===== config.mk =====
export PLATFORM = sky130hd
export DESIGN_NAME = dsp_reset_sequencer
export DESIGN_NICKNAME = d
export VERILOG_FILES = /design/src/rtl/dsp_reset_sequencer.sv
export SDC_FILE = /design/constraint.sdc
export NUM_CORES = 1
export LEC_CHECK = 0
export ABC_AREA = 0
export CAP_MARGIN = 5
export CORE_MARGIN = 2
export CORE_UTILIZATION = 58
export DETAILED_ROUTE_END_ITERATION = 10
export PLACE_DENSITY = 0.77
export SETUP_SLACK_MARGIN = 0.5
export SKIP_CTS_REPAIR_TIMING = 1
export SLEW_MARGIN = 20
export SYNTH_ARGS = -nofsm -noshare
export SYNTH_HDL_FRONTEND = slang
export SYNTH_SLANG_ARGS = --single-unit

===== constraint.sdc =====
create_clock -name clk_20M -period 3 [get_ports clk_20M]
set_input_delay 0.9 -clock clk_20M [delete_from_list [all_inputs] [get_ports clk_20M]]
set_output_delay 0.9 -clock clk_20M [all_outputs]
set_load 0.05 [all_outputs]

===== src/rtl/dsp_reset_sequencer.sv =====
// dsp_reset_sequencer: arbitrates DSP reset sources and sequences assert, boot blanking, run and lockout.
module dsp_reset_sequencer #(
  parameter int RST_HOLD    = 19999,
  parameter int BOOT_BLANK  = 199999,
  parameter int STABLE_TIME = 1999999,
  parameter int MAX_RETRY   = 3
) (
  input  logic       clk_20M,
  input  logic       reset,
  input  logic       pwr_ok,
  input  logic       wd_err,
  input  logic       sw_req,
  input  logic       clear_lockout,
  output logic       dsp_rst,
  output logic       wd_enable,
  output logic       busy,
  output logic       lockout,
  output logic [1:0] rst_cause,
  output logic [3:0] retry_cnt
);
  typedef enum logic [1:0] {S_ASSERT, S_BOOT, S_RUN, S_LOCKOUT} state_t;
  localparam logic [23:0] L_HOLD   = 24'(RST_HOLD);
  localparam logic [23:0] L_BLANK  = 24'(BOOT_BLANK);
  localparam logic [23:0] L_STABLE = 24'(STABLE_TIME);
  localparam logic [3:0]  L_MAX    = 4'(MAX_RETRY);
  state_t      r_state, w_state_n;
  logic [23:0] r_cnt, w_cnt_n, r_scnt, w_scnt_n;
  logic [1:0]  w_cause_n;
  logic [3:0]  w_retry_n, w_retry_inc;
  logic        r_wd_q, w_wd_rise;
  assign w_wd_rise   = wd_err & ~r_wd_q;
  assign w_retry_inc = (retry_cnt == 4'hF) ? retry_cnt : retry_cnt + 4'd1;
  always_comb begin
    w_state_n = r_state;
    w_cnt_n   = r_cnt;
    w_scnt_n  = r_scnt;
    w_cause_n = rst_cause;
    w_retry_n = retry_cnt;
    case (r_state)
      S_ASSERT:
        if (!pwr_ok) begin
          w_cnt_n   = '0;
          w_cause_n = 2'd3;
        end else if (r_cnt == L_HOLD) begin
          w_state_n = S_BOOT;
          w_cnt_n   = '0;
        end else
          w_cnt_n = r_cnt + 24'd1;
      S_BOOT:
        if (!pwr_ok) begin
          w_state_n = S_ASSERT;
          w_cnt_n   = '0;
          w_cause_n = 2'd3;
        end else if (r_cnt == L_BLANK) begin
          w_state_n = S_RUN;
          w_cnt_n   = '0;
          w_scnt_n  = '0;
        end else
          w_cnt_n = r_cnt + 24'd1;
      S_RUN: begin
        w_scnt_n = (r_scnt == L_STABLE) ? r_scnt : r_scnt + 24'd1;
        if (!pwr_ok) begin
          w_state_n = S_ASSERT;
          w_cnt_n   = '0;
          w_cause_n = 2'd3;
        end else if (sw_req) begin
          w_state_n = S_ASSERT;
          w_cnt_n   = '0;
          w_cause_n = 2'd2;
        end else if (w_wd_rise) begin
          w_state_n = (w_retry_inc >= L_MAX) ? S_LOCKOUT : S_ASSERT;
          w_cnt_n   = '0;
          w_cause_n = 2'd1;
          w_retry_n = w_retry_inc;
        end else if (w_scnt_n == L_STABLE && r_scnt != L_STABLE)
          w_retry_n = '0;
      end
      S_LOCKOUT:
        if (clear_lockout) begin
          w_state_n = S_ASSERT;
          w_cnt_n   = '0;
          w_cause_n = 2'd2;
          w_retry_n = '0;
        end
      default: w_state_n = S_ASSERT;
    endcase
  end
  always_ff @(posedge clk_20M) begin
    if (reset) begin
      r_state   <= S_ASSERT;
      r_cnt     <= '0;
      r_scnt    <= '0;
      r_wd_q    <= 1'b0;
      dsp_rst   <= 1'b1;
      wd_enable <= 1'b0;
      busy      <= 1'b1;
      lockout   <= 1'b0;
      rst_cause <= 2'd0;
      retry_cnt <= 4'd0;
    end else begin
      r_state   <= w_state_n;
      r_cnt     <= w_cnt_n;
      r_scnt    <= w_scnt_n;
      r_wd_q    <= wd_err;
      dsp_rst   <= (w_state_n == S_ASSERT) || (w_state_n == S_LOCKOUT);
      wd_enable <= (w_state_n == S_RUN);
      busy      <= (w_state_n == S_ASSERT) || (w_state_n == S_BOOT);
      lockout   <= (w_state_n == S_LOCKOUT);
      rst_cause <= w_cause_n;
      retry_cnt <= w_retry_n;
    end
  end
endmodule

=== Yosys cells after proc, flatten, opt, wreduce, memory -nomap -nowiden ===
Cells that the tools add are included.

* Input bits: 6
* Output and inout port bits: 10
* Register bits: 61
* Word-level logic and storage cells: 84

* Reduce and logical (&&, ||, !) cells: 12
* Eq/ne operators: 20
* Mux-type cells: 36
* Magnitude comparators: 1
* Bitwise operators: 2
* Add/subtract/negate cells: 3

{| class="wikitable"
|+ Operators with widths
! cell !! count
|-
| $mux 24 || 11
|-
| $pmux 24 s4 || 1
|-
| $add 24x1->24 const B || 2
|-
| $eq 24x21->1 const B || 2
|-
| $pmux 24 s2 || 1
|-
| $mux 2 || 14
|-
| $eq 24x15->1 const B || 1
|-
| $eq 24x18->1 const B || 1
|-
| $mux 4 || 6
|-
| $ne 24x21->1 const B || 1
|-
| $ne 2x2->1 const B || 6
|-
| $eq 2x2->1 const B || 4
|-
| $pmux 2 s4 || 1
|-
| $pmux 4 s2 || 1
|-
| $pmux 2 s3 || 1
|-
| $reduce_and 3->1 || 2
|-
| $reduce_and 5->1 || 1
|-
| $add 4x1->4 const B || 1
|-
| $eq 2x1->1 const B || 2
|-
| $eq 4x4->1 const B || 1
|-
| $ge 4x2->1 const B || 1
|-
| $logic_not 2->1 || 2
|-
| $ne 4x4->1 const B || 1
|-
| $reduce_bool 2->1 || 2
|-
| 7 further kinds || 8
|}

=== Logic depth before layout (Yosys ltp) ===
* Word-level depth: 10
* Mapped depth: 10
* Gate-level depth less buffers: 10

=== Worst setup path after synthesis ===
OpenSTA, ideal clock, no wires.

* Path type: input-to-reg
* Start point: in sw_req
* End point: reg r_cnt[23]
* Setup time: 0.070 ns
* Path buffers: 1
* Stages: 8
* Arrival time: 2.514 ns
* Setup slack: 0.416 ns
* Data required time: 2.930 ns
* Cell sequence: nand2b_1 -> o31ai_1 -> a2111oi_2 -> and2_0 -> buf_2 -> nand2_1 -> or3_1 -> a21oi_1

* Word-level cells in the longest chain between the ends: 3
* Elaborated cells between the ends (all ways): 5
* Those cells by class: eq/ne (1); mux (3); reduce/logical (1)

{| class="wikitable"
|+ Ends and longest elaborated chain
! element !! line !! text
|-
| start, declared || 12 || <nowiki>input logic sw_req,</nowiki>
|-
| $mux 24 || 66 || <nowiki>end else if (sw_req) begin</nowiki>
|-
| $mux 24 || 62 || <nowiki>if (!pwr_ok) begin</nowiki>
|-
| $pmux 24 s4 || 39 || <nowiki>case (r_state)</nowiki>
|-
| end signal, assigned || 102 || <nowiki>r_cnt <= w_cnt_n;</nowiki>
|-
| end, declared || 27 || <nowiki>logic [23:0] r_cnt, w_cnt_n, r_scnt, w_scnt_n;</nowiki>
|}

Parallel ways exist; a longest one is shown, timed or not.
A chain may end at the register's enable or synchronous reset.

=== Final worst setup path ===
Ends and elaborated chain as after synthesis.

==> results.json <==
{
  "avgSynthCellArea_um2": 7.69,
  "min_period_ps": 2510,
  "tns_ps": 0,
  "timing.final.crit_share_pct": 83.7,
  "maxSlewViolCount": 0,
  "cts_inserted_buffers": 9,
  "synth_top_area_cell": "dfxtp_1",
  "core_area_um2": 5850,
  "cpMaxStageDelayCell": "clkdlybuf4s50_1",
  "portBuffers": 15,
  "ys_seq_elements": 61,
  "rows": 28,
  "synth_nets": 460,
  "synthAdderAreaFrac_pct": 1.81,
  "cp_cell_sequence": "clkdlybuf4s50_1 -> nand2b_4 -> o31ai_4 -> a2111oi_4 -> and2_4 -> nand2_2 -> or3_4 -> a21oi_2",
  "grt_overflow": 0,
  "io_pins": 16,
  "hold_class": "reg2reg",
  "syn-cell-area_um2": 3450,
  "fin_area_um2": 4060,
  "grt_pass1_vias": 3166,
  "finalHoldViolations": 0,
  "tritoncts": "yes",
  "crit_type": "in2reg",
  "die_y_um": 81.2,
  "ys_types": 58,
  "ys_top_cells_by_area": "dfxtp_1, nor2_1, a21oi_1",
  "synthXorXnorAreaFrac_pct": 5.58,
  "maxCapViolations": 0,
  "drt_first_pass_iters": 5,
  "regArea_um2": 1230,
  "synth.area.mux_share_pct": 0.290,
  "rsz0062_at_grt": "yes",
  "syn2layout_area_growth_pct": 17.7,
  "synth-edff-count": 0,
  "place_congestion": 0.899,
  "crit_end": "r_cnt[23]",
  "initialDrtViolationCount": 231,
  "synth_top_family_by_area": "simple AND/OR/NAND/NOR gates",
  "finalNonFillerCells": 553,
  "nets": 485,
  "clk_pin_slew_ps": 70,
  "num_vias": 3518,
  "clock_latency_ps": 340,
  "max_clock_freq_mhz": 398,
  "antenna-diode-count": 0,
  "async_flop_share_pct": 0,
  "synthTopCellsByCount": "dfxtp_1, nor2_1, nand2_1",
  "critPathLaunchType": "input pin",
  "hpwl_mm": 5.99,
  "r2r_start": "r_scnt[0]",
  "reg2reg_depth": 9,
  "initial_core_util_pct": 59.0,
  "setup_slack_ps": 488,
  "maxSlewHeadroom_pct": 55.6,
  "h-tree-depth": 3,
  "multi_input_area_um2": 2210,
  "placed_cell_area_um2": 3740,
  "grt_usage_pct": 27.2,
  "clock_skew_ps": 10.7,
  "vias_per_cell": 6.36,
  "die_area_um2": 6590,
  "leakagePower_nw": 1.46,
  "final.fill_count": 457,
  "dp.cells": 533,
  "die_x_um": 81.2,
  "wl_mm": 8.86,
  "grt_max_degree": 30,
  "cp.arrival_ps": 2780,
  "clockBufferDepth": 2,
  "yosysWarnings": 0,
  "synth_simple_gate_area_share_pct": 32.8,
  "clock-root-buffer": "clkbuf_8",
  "grt_pass1_wl_mm": 14.1,
  "ant_nets": 0,
  "powerDensity_nw_per_um2": 375,
  "synth_ff_type": "dfxtp_1",
  "antenna_found_initial": 0,
  "yosysMostFrequentCell": "dfxtp_1",
  "synth_compound_gate_area_share_pct": 20.6,
  "path_max_fanout": 3,
  "synth_top_area_share_pct": 35.4,
  "r2r_end": "retry_cnt[1]",
  "critPathMaxStageDelay_ps": 480,
  "timing.hold.ws_ps": 527,
  "ff2ff_setup_slack_ps": 530,
  "drive_above_1_share_pct": 15.1,
  "drc_errors": 0,
  "cts_sinks": 61,
  "wire_per_inst_um": 16.0,
  "ys_seq_area_share_pct": 35.4,
  "startpoint": "sw_req",
  "synth_cells": 449,
  "end_kind": "flop",
  "outcome": "finished, final reports clean",
  "ir_drop_mv": 0.337,
  "setup_viol": 0,
  "max_slew.worst_pin.slew_ps": 662,
  "dp_slack_ps": 62.7,
  "required_ps": 3270
}
[placed cells by master, fill, tap and decap left out, types with 4 or more instances in the layout]
master / instances
a311oi_1: 8
and3_1: 13
nor3_1: 14
xor2_1: 11
dlymetal6s2s_1: 5
a21oi_1: 31
nand2_1: 40
a211oi_1: 7
nand3b_1: 4
nand4_1: 16
buf_4: 24
clkinv_2: 4
nor2_1: 59
and2_1: 6
clkdlybuf4s50_1: 10
clkbuf_8: 10
nor2b_1: 8
a31oi_1: 6
xnor2_1: 11
dfxtp_2: 7
nand2b_1: 6
nor4_1: 8
nand3_1: 17
dfxtp_1: 54
o21ai_0: 30
ha_1: 4
[worst min path at each step]
| stage | start | to | slack [ps] | cells past startpoint |
|---|---|---|---|---|
| after global routing | r_cnt[11] | r_cnt[11] | 550 | 2 |
| after global placement | r_cnt[23] | r_cnt[23] | 480 | 2 |
| final | r_scnt[23] | r_scnt[23] | 530 | 2 |
| after CTS | r_cnt[22] | r_cnt[22] | 520 | 2 |
| after floorplan | r_cnt[23] | r_cnt[23] | 460 | 2 |
| after detailed placement | r_cnt[23] | r_cnt[23] | 480 | 2 |
[flip-flops by register name, summed over array words and instances (netlist names)]
register / count
rst_cause: 2
dsp_rst: 1
retry_cnt: 4
wd_enable: 1
lockout: 1
r_state: 2
busy: 1
r_cnt: 24
r_scnt: 24
r_wd_q: 1
[where the power goes]
part           switching [mW]  internal, mW
sequential            0.00272         0.813
combinational          0.0390        0.0279
clock                   0.330         0.312
total                   0.372          1.15
[cells by family after synthesis]
group / count (synthesis)
fa+ha+maj: 5
xor+xnor: 22
mux: 1
flops: 61
compound gates: 111
simple gates: 220
buf+inv: 29
[layer usage]
metal / part of all wire, % / track usage [%]
met4: 2.6 / 12.7
met2: 49 / 46.9
met1: 42 / 31.6
met3: 7.2 / 7.00
met5: 0 / 0
[stage by stage]
stage / total power [mW] / util [%]
floorplan: 0.868 / -
global placement: 0.892 / 63.9
detailed placement: 0.893 / 63.9
CTS: 1.52 / 66.8
global route: 1.57 / 69.5
finish: 1.52 / 69.5
[worst max-delay path, delay by kind of cell]
family          cells  cell delay [ps]
simple gates        4              790
compound gates      3              610
buf+inv             1              480
[layout make-up]
type / instances / area share [%]
multi-input combinational: 359 / 54.4
inverter: 3 / 0.277
sequential: 61 / 30.3
timing repair buffer: 40 / 8.71
clock inverter: 5 / 0.677
clock buffer: 10 / 3.39
tap: 75 / 2.31
No activity file was read; power rests on OpenSTA's default activity.
